[config.mk]
export PLATFORM = sky130hd
export DESIGN_NAME = kv_filter_table
export DESIGN_NICKNAME = d
export VERILOG_FILES = /design/src/rtl/kv_filter_table.sv
export SDC_FILE = /design/constraint.sdc
export NUM_CORES = 2
export LEC_CHECK = 0
export BUFFER_PORTS_ARGS = -buffer_cell sky130_fd_sc_hd__buf_2
export CORE_MARGIN = 2
export CORE_UTILIZATION = 60
export CTS_BUF_LIST = sky130_fd_sc_hd__clkbuf_4 sky130_fd_sc_hd__clkbuf_8
export DETAILED_ROUTE_END_ITERATION = 8
export GPL_ROUTABILITY_DRIVEN = 1
export PLACE_DENSITY = 0.76
export SLEW_MARGIN = 0
export SYNTH_ARGS = -nofsm -noshare
export SYNTH_HDL_FRONTEND = slang
export SYNTH_SLANG_ARGS = --single-unit
export TNS_END_PERCENT = 50
[constraint.sdc]
create_clock -name clk156 -period 7.9 [get_ports clk156]
set_input_delay 1.58 -clock clk156 [delete_from_list [all_inputs] [get_ports clk156]]
set_output_delay 1.58 -clock clk156 [all_outputs]
set_load 0.02 [all_outputs]
[src/rtl/kv_filter_table.sv]
// Fully associative key/status table for the RX parser's DB requests.
// Requests are registered, then looked up and applied; replies appear two cycles after the request.
module kv_filter_table #(
  parameter int unsigned KEY_SIZE    = 96,
  parameter int unsigned NUM_ENTRIES = 16,
  localparam int unsigned IDX_W      = $clog2(NUM_ENTRIES)
) (
  input  logic                clk156,
  input  logic                eth_rst_n,
  input  logic [KEY_SIZE-1:0] in_key,
  input  logic [3:0]          in_flag,
  input  logic                in_valid,
  output logic                out_valid,
  output logic [3:0]          out_flag,
  output logic                out_hit,
  output logic [IDX_W:0]      occupancy,
  output logic [15:0]         evict_cnt
);

  localparam logic [1:0] OpSuspect = 2'b01;
  localparam logic [1:0] OpArrest  = 2'b10;
  localparam logic [1:0] OpDelete  = 2'b11;

  localparam logic [1:0] StSuspect  = 2'b01;
  localparam logic [1:0] StArrested = 2'b10;

  localparam logic [IDX_W-1:0] IdxOne = 1;
  localparam logic [IDX_W:0]   OccOne = 1;

  // Request stage
  logic                req_valid_q;
  logic [KEY_SIZE-1:0] req_key_q;
  logic [1:0]          req_op_q;

  // Table storage
  logic                ent_valid_q [NUM_ENTRIES];
  logic                ent_valid_d [NUM_ENTRIES];
  logic [KEY_SIZE-1:0] ent_key_q   [NUM_ENTRIES];
  logic [KEY_SIZE-1:0] ent_key_d   [NUM_ENTRIES];
  logic [1:0]          ent_stat_q  [NUM_ENTRIES];
  logic [1:0]          ent_stat_d  [NUM_ENTRIES];

  logic [IDX_W-1:0] rr_ptr_q, rr_ptr_d;
  logic [IDX_W:0]   occ_q, occ_d;
  logic [15:0]      evict_q, evict_d;

  logic             hit;
  logic [IDX_W-1:0] hit_idx;
  logic             free_found;
  logic [IDX_W-1:0] free_idx;
  logic [IDX_W-1:0] ins_idx;
  logic [1:0]       reply_stat;

  logic             accept;
  assign accept = in_valid && in_flag[0] && (in_flag[2:1] != 2'b00);

  always_ff @(posedge clk156 or negedge eth_rst_n) begin
    if (!eth_rst_n) begin
      req_valid_q <= 1'b0;
      req_key_q   <= '0;
      req_op_q    <= 2'b00;
    end else begin
      req_valid_q <= accept;
      if (accept) begin
        req_key_q <= in_key;
        req_op_q  <= in_flag[2:1];
      end
    end
  end

  // Match and lowest-free search; at most one entry can match.
  always_comb begin
    hit        = 1'b0;
    hit_idx    = '0;
    free_found = 1'b0;
    free_idx   = '0;
    for (int i = NUM_ENTRIES - 1; i >= 0; i--) begin
      if (ent_valid_q[i] && (ent_key_q[i] == req_key_q)) begin
        hit     = 1'b1;
        hit_idx = IDX_W'(i);
      end
      if (!ent_valid_q[i]) begin
        free_found = 1'b1;
        free_idx   = IDX_W'(i);
      end
    end
  end

  always_comb begin
    ent_valid_d = ent_valid_q;
    ent_key_d   = ent_key_q;
    ent_stat_d  = ent_stat_q;
    rr_ptr_d    = rr_ptr_q;
    occ_d       = occ_q;
    evict_d     = evict_q;
    reply_stat  = 2'b00;
    ins_idx     = free_found ? free_idx : rr_ptr_q;
    if (req_valid_q) begin
      case (req_op_q)
        OpSuspect: begin
          if (hit) begin
            reply_stat = ent_stat_q[hit_idx];
          end else begin
            reply_stat           = StSuspect;
            ent_valid_d[ins_idx] = 1'b1;
            ent_key_d[ins_idx]   = req_key_q;
            ent_stat_d[ins_idx]  = StSuspect;
            if (free_found) begin
              occ_d = occ_q + OccOne;
            end else begin
              rr_ptr_d = rr_ptr_q + IdxOne;
              evict_d  = (evict_q == 16'hFFFF) ? evict_q : evict_q + 16'd1;
            end
          end
        end
        OpArrest: begin
          if (hit) begin
            reply_stat          = StArrested;
            ent_stat_d[hit_idx] = StArrested;
          end
        end
        OpDelete: begin
          if (hit) begin
            ent_valid_d[hit_idx] = 1'b0;
            occ_d                = occ_q - OccOne;
          end
        end
        default: ;
      endcase
    end
  end

  always_ff @(posedge clk156 or negedge eth_rst_n) begin
    if (!eth_rst_n) begin
      for (int i = 0; i < NUM_ENTRIES; i++) begin
        ent_valid_q[i] <= 1'b0;
        ent_key_q[i]   <= '0;
        ent_stat_q[i]  <= 2'b00;
      end
      rr_ptr_q  <= '0;
      occ_q     <= '0;
      evict_q   <= '0;
      out_valid <= 1'b0;
      out_flag  <= 4'b0000;
      out_hit   <= 1'b0;
    end else begin
      ent_valid_q <= ent_valid_d;
      ent_key_q   <= ent_key_d;
      ent_stat_q  <= ent_stat_d;
      rr_ptr_q    <= rr_ptr_d;
      occ_q       <= occ_d;
      evict_q     <= evict_d;
      out_valid   <= req_valid_q;
      // Reply fields hold between pulses.
      if (req_valid_q) begin
        out_flag <= {1'b0, reply_stat, 1'b1};
        out_hit  <= hit;
      end
    end
  end

  assign occupancy = occ_q;
  assign evict_cnt = evict_q;

endmodule
After elaboration in Yosys (flattened, before gate mapping)
Index checks and enable logic that the tools add are counted.
- bits in registers: 1713
- latch bits: 0
- memory bits (writable): 0
- memory bits (read-only): 0
- memories: 0
- $add $sub $neg: 4
- $mul: 0
- divide/modulo/power cells: 0
- magnitude comparators: 4
- equality and inequality tests: 24
- shift operators: 0
- mux-type cells: 92
- bitwise operators: 14
- reduce and logical (&&, ||, !) cells: 29
- operator list (cell ; number):
    $bwmux 1536 ; 1
    $eq 96x96->1 ; 16
    $demux 96 s4 ; 1
    $mux 4 ; 33
    $mux 96 ; 1
    $mux 32 ; 2
    $pmux 32 s2 ; 1
    $and 16x16->16 ; 3
    $not 16->16 ; 3
    $or 16x16->16 ; 3
    $mux 1 ; 34
    $mux 16 ; 2
    $pmux 16 s2 ; 1
    $logic_and 1x1->1 ; 20
    $add 16x1->16 const B ; 1
    $demux 2 s4 ; 2
    $eq 16x16->1 const B ; 1
    $mux 5 ; 3
    $mux 2 ; 6
    $reduce_and 4->1 ; 3
    $ge 5x5->1 const B ; 2
    $lt 5x1->1 const B ; 2
    $not 4->5 ; 2
    $pmux 5 s2 ; 1
    other kinds (13) ; 23

Longest topological paths before layout
- word-level depth: 27
- depth in mapped cells: 17

Least setup slack after synthesis
No wires, ideal clock.
- kind: register -> register
- start: register req_key_q[37]
- end: register out_flag[1]
- data arrival time: 3.446 ns
- data required time: 7.780 ns
- setup slack: 4.333 ns
- stages on the path, launching flop included: 16
- period minus slack after synthesis: 3.567 ns
- cells stage by stage: dfrtp_1 buf_2 nand2b_1 nand4b_1 or4_1 or4_1 or4_4 a211oi_1 o311ai_0 nor2b_1 buf_2 and3_1 a31o_1 o21bai_1 o2111ai_1 o211a_1
- cells in the longest elaborated chain, start to end: 24
- elaborated cells between the ends (all ways): 70
- RTL lines (item ; RTL line ; source):
    start, declared ; 32 ; logic [KEY_SIZE-1:0] req_key_q;
    start signal, assigned ; 65 ; req_key_q <= in_key;
    $eq 96x96->1 ; 78 ; if (ent_valid_q[i] && (ent_key_q[i] == req_key_q)) begin
    $logic_and 1x1->1 ; 78 ;
    $mux 4 (16 in a row) ; 78 ;
    $not 4->5 (implied by the code) ; 102 ; reply_stat = ent_stat_q[hit_idx];
    $bmux 2 s4 ; 102 ;
    $mux 2 (implied by the code) (2 in a row) ; 102 ;
    $mux 2 * ; 101 ; if (hit) begin
    $pmux 2 s2 * ; 99 ; case (req_op_q)
    end signal, assigned ; 156 ; out_flag <= {1'b0, reply_stat, 1'b1};
    end, declared ; 14 ; output logic [3:0] out_flag,
Mark *: on every way between the ends. The rest lies on a longest branch, timed or not. The select of a mux whose other input is x is not followed.
A chain may end at the register's enable or synchronous reset.

Worst setup path after layout
- start: register req_key_q[5]
- end: register ent_key_q[662] (netlist bit)
- cells in the longest elaborated chain, start to end: 20
- elaborated cells between the ends (all ways): 50
- RTL lines (item ; RTL line ; source):
    $eq 96x96->1 ; 78 ;
    $logic_and 1x1->1 ; 78 ;
    $mux 1 (15 in a row) ; 78 ;
    $mux 1 * ; 78 ;
    $not 1->1 (no source line) * ; -- ;
    $reduce_and 3->1 (no source line) * ; -- ;
    end signal, assigned ; 148 ; ent_key_q <= ent_key_d;
    end, declared ; 38 ; logic [KEY_SIZE-1:0] ent_key_q [NUM_ENTRIES];
Mark *: on every way between the ends. The rest lies on a longest branch, timed or not.

==> impl_metrics.tcl <==
set metrics [dict create \
    clkPwrFrac 0.339 \
    grt_start_max_net_pins 184 \
    syn_inst 8589 \
    holdBufCountCts 0 \
    die_h_um 389 \
    syn_area_um2 88900 \
    critical_path.cell_chain "inv_1, buf_4, o21ai_0, nor4_1, and4b_1, or4b_2, nor4bb_1, nand4b_4, nor4_2, and2_4, buf_4, mux2_2" \
    grt_pass1_vias 70300 \
    crit_path_max_incr_delay_ns 1.08 \
    synth_edf_count 0 \
    period_share 0.861 \
    rsz0062_at_grt "no" \
    synthSimpleGateAreaFrac 0.190 \
    worst_path_max_delay_cell "nor4bb_1" \
    yosys_register_bits 1713 \
    violations "max-capacitance violations" \
    synth_warnings 0 \
    grtUsageTotal 0.512 \
    port-buffer-count 127 \
    max_clock_freq_mhz 147 \
    pin_count 130 \
    synth_cell_types 80 \
    totalWireLength_mm 390 \
    fin_nets 8817 \
    timing.slew.headroom 0.0130 \
    wl_per_cell_um 35.7 \
    hold_viol_final 0 \
    combPwrFrac 0.248 \
    rows 141 \
    cts_tree "done" \
    drive_above_1_share 0.231 \
    firstDrtPassIters 6 \
    status "finished with violations" \
    worstSetupStartpointType "register" \
    finalSetupTns_ns 0 \
    synth_compound_area_frac 0.0669 \
    internal_power_mw 16.7 \
    cellPowerDensity_nw_per_um2 267 \
    synthAdderAreaFrac 0.00135 \
    critical_path_class "register to register" \
    seq_area_frac_synth 0.482 \
    synthFlopType "dfrtp_1" \
    synth_top_family_by_area "simple AND/OR/NAND/NOR gates" \
    syn_area_per_cell_um2 10.3 \
    area_growth_syn_to_layout_pct 11.0 \
    maxCapViolCount 1 \
    gp_congestion 1.07 \
    crit_top_cell "buf_4" \
    cp-end-kind "register" \
    start_util 0.603 \
    switching_share 0.366 \
    cts_buffer_depth 4 \
    required_ns 8.79 \
    cts_resized 0 \
    grt_antenna_before_repair 67 \
    ant_nets 0 \
    arrival_ns 7.69 \
    clk_pin_slew_ns 0.06 \
    die_width_um 389 \
    syn-num-nets 8701 \
    worst_ir_drop_vdd_v 0.000231 \
    clock_sinks 1713 \
    holdCritPathClass "register to register" \
    hpwl_mm 266 \
    p_leak_nw 43.6 \
    htree_levels 5 \
    cts_buffers 309 \
    skew_ns 0.0855 \
    overflow 0 \
    synth_mux_area_frac 0.121 \
    via_per_inst 6.81 \
    drc_errors 0 \
    die_area_um2 151000 \
    critPathMaxFanout 72 \
    clk_latency_ns 1.06 \
    post_cts_buffers 0 \
    final-setup-viol-count 0 \
    grt_first_pass_wirelength_mm 537 \
    coreArea_um2 147000 \
    via_count 74400 \
    tightest_slew_ns 1.47 \
    dp_slack_ns 1.48 \
    p_sw_mw 9.62 \
    cts_root_buf "clkbuf_8" \
    drtIter0Drc 10200 \
    p_seq_frac 0.414 \
    synthArstFlopShare 1.00 \
    maxSlewViolCount 0 \
    worst_slack_ns 1.10 \
    synthXorXnorAreaFrac 0.0938 \
    period_minus_slack_ns 6.80 \
]
## layout make-up
type	count	area [um^2]
Clock inverter	50	469
Multi-Input combinational cell	6033	42200
Antenna cell	82	205
Sequential cell	1713	43000
Inverter	197	742
Tap cell	1930	2410
Fill cell	11600	48700
Clock buffer	471	5940
Timing Repair Buffer	451	3700
## metrics by stage
| step | power, mW | utilization | cells | instance area (um^2) | hold WS [ns] |
|---|---|---|---|---|---|
| after detailed placement | 17.1 | 0.625 | 10300 | 92000 | 0.458 |
| after global routing | 26.8 | 0.668 | 10900 | 98500 | 0.493 |
| after CTS | 25.8 | 0.668 | 10800 | 98400 | 0.469 |
| final | 26.3 | 0.669 | 10900 | 98600 | 0.470 |
| after floorplan | 13.7 | - | 8589 | 88900 | 0.389 |
| after global placement | 17.0 | 0.625 | 10300 | 92000 | 0.444 |
## power groups by stage
stage	registers [mW]	logic (mW)	clock network (mW)
after floorplan	10.0	3.71	0
after global placement	10.9	6.11	0
after detailed placement	10.9	6.16	0
after CTS	10.8	6.19	8.89
after global routing	10.9	6.63	9.28
final	10.9	6.51	8.91
## critical path: cells and delay by family, from the launching register on
family	cells	cell delay [ns]
AOI/OAI and AO/OA	1	0.40
buffers and inverters	3	0.83
DFF	1	0.92
muxes	1	0.38
and+or+nand+nor	7	4.13
## layer usage
layer / share of wire / vias to the layer above / GRT usage
met4: 0.099 / 20 / 0.421
met2: 0.41 / 5663 / 0.714
met5: 0.00034 / - / 0
met1: 0.36 / 36800 / 0.647
met3: 0.13 / 1725 / 0.170
li1: - / 30200 / -
## path summary, 6_finish.rpt
kind	start	endpoint	slack, ns	cells past startpoint
setup reg to reg	req_key_q[5]	ent_key_q[662]	1.10	12
hold reg to reg	rr_ptr_q[3]	rr_ptr_q[3]	0.47	1
hold / removal	rr_ptr_q[3]	rr_ptr_q[3]	0.47	1
min in group asynchronous	eth_rst_n	ent_key_q[1226]	0.59	1
setup / recovery	req_key_q[5]	ent_key_q[662]	1.10	12
max in group asynchronous	eth_rst_n	ent_key_q[854]	5.47	3
## placed cells by master, fill, tap and decap left out, types with 22 or more instances in the layout
| cell type | count |
|---|---|
| nor2_1 | 74 |
| a2111oi_0 | 22 |
| dfrtp_2 | 94 |
| xnor2_1 | 795 |
| buf_4 | 275 |
| o21ai_0 | 691 |
| a21oi_1 | 58 |
| inv_1 | 184 |
| o2111ai_1 | 82 |
| dfrtp_1 | 1618 |
| mux2_2 | 944 |
| clkbuf_4 | 86 |
| nand2_1 | 921 |
| nand3_1 | 102 |
| nor4_1 | 230 |
| nand2b_1 | 860 |
| buf_2 | 126 |
| clkbuf_8 | 385 |
| xor2_1 | 157 |
| nor2b_1 | 101 |
| nand4_1 | 606 |
| buf_12 | 50 |
| diode_2 | 82 |
| nor3_1 | 70 |
| o22ai_1 | 64 |
| clkinv_2 | 36 |
## synthesized netlist by cell type (4+ instances only)
cell / count / area, um^2
and4_1: 4 / 35.0
o211ai_1: 5 / 37.5
buf_2: 279 / 1400
a22o_1: 14 / 123
o221ai_1: 12 / 105
a221oi_1: 9 / 78.8
buf_4: 104 / 781
nand2b_1: 860 / 5380
clkbuf_1: 253 / 950
o22ai_1: 64 / 400
a21boi_0: 7 / 52.6
xor2_1: 157 / 1380
nor2_1: 74 / 278
o2111ai_1: 82 / 718
a31oi_1: 5 / 31.3
a2111o_1: 5 / 56.3
mux2i_1: 6 / 60.1
nand4_1: 606 / 3790
nand4b_1: 16 / 140
buf_6: 7 / 78.8
inv_1: 196 / 736
o21ai_0: 691 / 3460
a2111oi_0: 22 / 193
or3_1: 9 / 56.3
a21oi_1: 58 / 290
and2_1: 11 / 68.8
nor4_1: 233 / 1460
or4_1: 16 / 120
nor4b_1: 18 / 158
ha_1: 8 / 100
a21o_1: 5 / 37.5
xnor2_1: 795 / 6960
a211oi_1: 5 / 37.5
and3_1: 16 / 100
nand2_1: 929 / 3490
o2bb2ai_1: 9 / 78.8
mux2_2: 944 / 10600
dfrtp_1: 1713 / 42900
nor2b_1: 101 / 632
nor4bb_1: 4 / 40.0
o21a_1: 4 / 30.0
nand3_1: 102 / 510
or2_2: 5 / 31.3
nor3_1: 74 / 370
## cell families after synthesis
kind of cell | Yosys count
XOR/XNOR | 952
flip-flops | 1713
other | 1
multiplexers | 954
AND/OR/NAND/NOR | 3097
AO/OA/AOI/OAI | 1020
adder cells (fa/ha/maj) | 9
buffers and inverters | 843
## state kept, by name (all words and copies together), names as in the netlist
signal and count:
ent_key_q 1536, req_key_q 96, ent_stat_q 32, ent_valid_q 16, evict_cnt 16, occupancy 5
rr_ptr_q 4, out_flag 3, req_op_q 2, out_hit 1, out_valid 1, req_valid_q 1
No activity file was read; power rests on OpenSTA's default activity.
